$ cat src/rtl/cg_pkg.sv
// Shared definitions for the clock-gate enable controller: state encoding and
// default timing constants.
package cg_pkg;

   typedef enum logic [1:0] {
      GATED  = 2'd0,
      WAKE   = 2'd1,
      ACTIVE = 2'd2
   } cg_state_e;

   localparam int DEF_IDLE_TIMEOUT = 8;
   localparam int DEF_WAKE_CYCLES  = 2;

endpackage

$ cat src/rtl/cg_enable_ctrl_if.sv
// Request handshake between a requester and the clock-gate enable controller.
interface cg_enable_ctrl_if;

   logic req_valid;
   logic req_ready;

   modport master (output req_valid, input req_ready);
   modport slave  (input req_valid, output req_ready);

endinterface

$ cat src/rtl/cg_sat_counter.sv
// Saturating up-counter with synchronous clear; clear beats increment.
module cg_sat_counter #(
   parameter int W = 16
) (
   input  logic         clk,
   input  logic         rst,
   input  logic         inc,
   input  logic         clr,
   output logic [W-1:0] cnt
);

   always_ff @(posedge clk or posedge rst) begin
      if (rst) begin
         cnt <= '0;
      end else if (clr) begin
         cnt <= '0;
      end else if (inc && (cnt != {W{1'b1}})) begin
         cnt <= cnt + {{(W-1){1'b0}}, 1'b1};
      end
   end

endmodule

$ cat src/rtl/cg_enable_ctrl.sv
// Clock-gate enable controller: wakes the downstream clock on request, gates it
// again after a run of idle cycles, and counts cycles spent gated.
module cg_enable_ctrl
   import cg_pkg::*;
#(
   parameter int IDLE_TIMEOUT = DEF_IDLE_TIMEOUT,
   parameter int WAKE_CYCLES  = DEF_WAKE_CYCLES,
   parameter int STAT_W       = 16
) (
   input  logic              clk,
   input  logic              rst,
   cg_enable_ctrl_if.slave   bus,
   input  logic              force_on,
   input  logic              clr_stats,
   output logic              enable,
   output logic [1:0]        state_out,
   output logic [STAT_W-1:0] gated_cycles
);

   localparam logic [7:0] IDLE_LAST = 8'(IDLE_TIMEOUT - 1);
   localparam logic [3:0] WAKE_LAST = 4'(WAKE_CYCLES - 1);

   cg_state_e  state_q, state_nxt;
   logic [3:0] wake_q, wake_nxt;
   logic [7:0] idle_q, idle_nxt;
   logic       enable_q;
   logic       ready_q;
   logic       xfer;

   assign xfer          = bus.req_valid && ready_q;
   assign bus.req_ready = ready_q;
   assign enable        = enable_q;
   assign state_out     = state_q;

   always_ff @(posedge clk or posedge rst) begin
      if (rst) begin
         state_q  <= GATED;
         wake_q   <= '0;
         idle_q   <= '0;
         enable_q <= 1'b0;
         ready_q  <= 1'b0;
      end else begin
         state_q  <= state_nxt;
         wake_q   <= wake_nxt;
         idle_q   <= idle_nxt;
         // Enable and ready are decoded from the next state so the outputs
         // come straight from flops and line up with the state register.
         enable_q <= (state_nxt != GATED);
         ready_q  <= (state_nxt == ACTIVE);
      end
   end

   always_comb begin
      state_nxt = state_q;
      wake_nxt  = wake_q;
      idle_nxt  = idle_q;
      case (state_q)
         GATED: begin
            if (bus.req_valid || force_on) begin
               state_nxt = WAKE;
               wake_nxt  = '0;
            end
         end
         WAKE: begin
            if (wake_q == WAKE_LAST) begin
               state_nxt = ACTIVE;
               idle_nxt  = '0;
            end else begin
               wake_nxt = wake_q + 4'd1;
            end
         end
         ACTIVE: begin
            // A transfer on the timeout cycle keeps the block awake.
            if (xfer || force_on) begin
               idle_nxt = '0;
            end else if (idle_q == IDLE_LAST) begin
               state_nxt = GATED;
               idle_nxt  = '0;
            end else begin
               idle_nxt = idle_q + 8'd1;
            end
         end
         default: begin
            state_nxt = GATED;
            wake_nxt  = '0;
            idle_nxt  = '0;
         end
      endcase
   end

   cg_sat_counter #(
      .W (STAT_W)
   ) u_gated_cnt (
      .clk (clk),
      .rst (rst),
      .inc (state_q == GATED),
      .clr (clr_stats),
      .cnt (gated_cycles)
   );

endmodule

$ cat src/flat_wrapper.sv
// flat-port wrapper written by rule: the top's interface ports become plain ports
module cg_enable_ctrl_flat import cg_pkg::*;
#(
   parameter int IDLE_TIMEOUT = DEF_IDLE_TIMEOUT,
   parameter int WAKE_CYCLES  = DEF_WAKE_CYCLES,
   parameter int STAT_W       = 16
)
  (clk, rst, force_on, clr_stats, enable, state_out, gated_cycles, bus_req_valid, bus_req_ready);
  cg_enable_ctrl_if bus_i ();
  input  logic clk;
  input  logic rst;
  input  logic force_on;
  input  logic clr_stats;
  output logic enable;
  output logic [1:0] state_out;
  output logic [STAT_W-1:0] gated_cycles;
  input wire logic [$bits(bus_i.req_valid)-1:0] bus_req_valid;
  output wire logic [$bits(bus_i.req_ready)-1:0] bus_req_ready;
  assign bus_i.req_valid = bus_req_valid;
  assign bus_req_ready = bus_i.req_ready;
  cg_enable_ctrl #(.IDLE_TIMEOUT(IDLE_TIMEOUT), .WAKE_CYCLES(WAKE_CYCLES), .STAT_W(STAT_W)) u_core (.clk(clk), .rst(rst), .bus(bus_i), .force_on(force_on), .clr_stats(clr_stats), .enable(enable), .state_out(state_out), .gated_cycles(gated_cycles));
endmodule
$ cat config.mk
export PLATFORM = sky130hd
export DESIGN_NAME = cg_enable_ctrl_flat
export DESIGN_NICKNAME = d
export VERILOG_FILES = /design/src/rtl/cg_pkg.sv /design/src/rtl/cg_enable_ctrl_if.sv /design/src/rtl/cg_sat_counter.sv /design/src/rtl/cg_enable_ctrl.sv /design/src/flat_wrapper.sv
export SDC_FILE = /design/constraint.sdc
export NUM_CORES = 1
export LEC_CHECK = 0
export CORE_MARGIN = 5
export CORE_UTILIZATION = 58
export DETAILED_ROUTE_END_ITERATION = 8
export PLACE_DENSITY = 0.95
export SYNTH_ARGS = -nofsm -noshare
export SYNTH_HDL_FRONTEND = slang
export SYNTH_SLANG_ARGS = --single-unit
$ cat constraint.sdc
create_clock -name clk -period 2.6 [get_ports clk]
set_input_delay 0.26 -clock clk [delete_from_list [all_inputs] [get_ports clk]]
set_output_delay 0.26 -clock clk [all_outputs]
set_load 0.05 [all_outputs]
==> results.md <==
- Critical R2R Capture: u_core.u_gated_cnt.cnt[9]
- Slowest CP cell: clkdlybuf4s50_1
- Drt wl/cell: 15.2 µm
- Starting Density: 59.7%
- Clock Sink Count: 32
- CP arrival: 1880 ps
- Largest cells by area after synthesis: dfrtp_1 (45%), a21oi_1 (3.3%), o21ai_0 (3.3%), o31ai_1 (2.9%), ha_1 (2.8%)
- Leakage: 0.000883 µW
- Slew HR: 53.7%
- Critical Path Start Type: register
- Worst-skew pair later-pin latency: 350 ps
- Clock slew at reported path FFs: 110 ps
- Leading area contributor after synthesis: dfrtp_1
- Gr ovfl total: 0
- Yosys reg bits: 32
- Max Fclk: 467 MHz
- Post-DP HPWL: ~2.6 mm
- Core region area: approximately 3000 µm²
- Area share of the largest cell type after synthesis: 44.7%
- Mapped Area: 1790 µm²
- Top Ports: 25
- EDFF count, synth: 0
- Sequential area share after synthesis: approximately 45%
- Reg-to-reg slack, setup: between 500 and 600 ps
- Fin nets: 220
- Slew Viols, Final: 0
- Worst Setup End Kind: primary output
- Measured slew at the worst slew-check pin: 689 ps
- Netlist cell types: 52
- Post-Synthesis Cells: 182
- CP cell instances: clkdlybuf4s50_1
- Max-cap violations: 0
- CTS tree: yes
- WP buf/inv: 1
- Post-cts resize count: 0
- Syn Nets: 191
- Clock Skew: 13.0 ps
- Fin Setup TNS: 0 ps
- WS Path Type: register to primary output
- Initial drt markers: between 70 and 80
- Pin count of the biggest net entering global routing: 33
- DR vias: 1544
- Number of vias per cell: 6.30
- Final Non-Filler Cells: between 200 and 250
- Antenna diode instance count: 0
- Tot GR Track Use: between 10% and 20%
- Syn avg cell area: 9.85 µm²
- Unrepaired setup endpoints after global routing: no
- Die width: around 66 µm
- Outcome: finished clean
- Inserted Clock Buffers: 5
- Antenna viol nets, final: 0
- Clock root cell: clkbuf_4
- RR Startpoint: u_core.u_gated_cnt.cnt[0]
- Placer Congestion: roughly 0.84
- Placed inst area: 2070 µm²
- Vias in the first global route: 1394
- Layout cell share with drive strength beyond 1: 12.3%
- H-tree Lvls: 2
- Family with the most delay on the worst path: buffers and inverters
- DIE AREA: around 4300 µm²
- Setup Fix Bufs, Post-CTS: 0
- Post-layout min period: 2140 ps
- Row count: 20
- Hold Crit Class: input pin to async pin
- Post-synth top cells: dfrtp_1 (32), a21oi_1 (12), nand2_1 (12), o21ai_0 (12), nor2_1 (10)
- Synth warnings: 0
- Area growth from synthesis to layout: 19.5%
- Worst reg-to-reg path cell count: 5
- Setup violators final: 0
- # DRC: 0
- Buffer levels on the longest clock path: 2
- I/O Buffers: 24
- DP Cell Count: 237
- Initial antenna violation count: 0
- Hold buffers post-CTS: 0
- PwrDens: 739 nW/µm²
- CP required: between 2000 and 2500 ps
- Prevailing post-synth register cell: dfrtp_1
- Final Cycle Share: 82.3%
- Worst stage delay on the critical path: 890 ps
- Post-synth ARST share: 100%
- Post-route cell area: approximately 2100 µm²
- Final Hold Vio Count: 0
- First-pass DRT Iterations: 4
- Critical Path Fanout Max: 15
- Most common cell in the netlist: dfrtp_1
- Die Ht: 65.6 µm
- VDD IR max: 572 µV
- Drt total wl: approximately 3.7 mm
- First-pass GRT wire length: about 6.5 mm
- Tot Pwr: about 1600 µW
## sequential cells by signal, summed over array words and instances, names as in the netlist
signal / cells
u_core.u_gated_cnt.cnt: 16
u_core.idle_q: 8
u_core.wake_q: 4
u_core.state_out: 2
u_core.bus.req_ready: 1
u_core.enable: 1
## final cells by class
class	instances	area (µm²)
multi-input cells	137	936
fillers	208	860
flip-flops and latches	32	801
repair buffers	26	255
clock buffers	6	41.3
well taps	33	41.3
clock inverters	2	35.0
inverters	9	33.8
## cell usage in the layout, fill, tap and decap left out, types with 2 or more instances in the layout
cell             count
o211ai_1             2
o21ai_0             12
ha_1                 4
nor4_1               2
nand3_1              7
o311ai_0             4
nor2b_1              3
a21o_2               2
nand2_1             12
a21o_1               2
or3_1                7
o41ai_1              3
nor3_1               6
buf_4                2
nor2_1              10
nand4_1              7
clkdlybuf4s50_1     24
a21oi_1             12
clkbuf_4             5
nand2b_1             2
or4_1                3
dfrtp_1             32
o31ai_1              7
mux2_2               2
inv_1                9
## cell families after synthesis
| logic type | after synthesis | share of synthesized area, % |
|---|---|---|
| mux | 3 | 1.81 |
| buf+inv | 13 | 3.14 |
| flops | 32 | 44.7 |
| simple gates | 74 | 26.1 |
| compound gates | 56 | 21.5 |
| fa+ha+maj | 4 | 2.79 |
## metrics by stage
step | hold slack (ps) | setup slack [ps] | util [%]
floorplan | 360 | 411 | -
global placement | 457 | 687 | 68.8
detailed placement | 465 | 586 | 68.8
CTS | 284 | 444 | 71.4
global route | 310 | 306 | 71.4
finish | 273 | 460 | 71.4
## per-layer routing
layer	wire length [µm]	track usage [%]
met3	187	4.62
met5	0	0
met4	70	7.77
met2	1740	29.7
met1	1710	26.9
## how the worst max path moves through the flow
stage	startpoint	to	slack [ps]	cells after the start
floorplan	u_core.u_gated_cnt.cnt[0]	u_core.u_gated_cnt.cnt[12]	410	5
global placement	u_core.u_gated_cnt.cnt[0]	u_core.u_gated_cnt.cnt[12]	690	5
detailed placement	u_core.u_gated_cnt.cnt[0]	u_core.u_gated_cnt.cnt[12]	590	5
CTS	u_core.state_out[0]	state_out[0]	440	1
global route	u_core.u_gated_cnt.cnt[0]	u_core.u_gated_cnt.cnt[4]	310	5
finish	u_core.state_out[0]	state_out[0]	460	1
## power breakdown
part	internal, µW	switching (µW)	total [µW]
Combinational	214	311	526
Sequential	568	110	678
Clock	201	178	380
(Power assumes the default switching activity.)
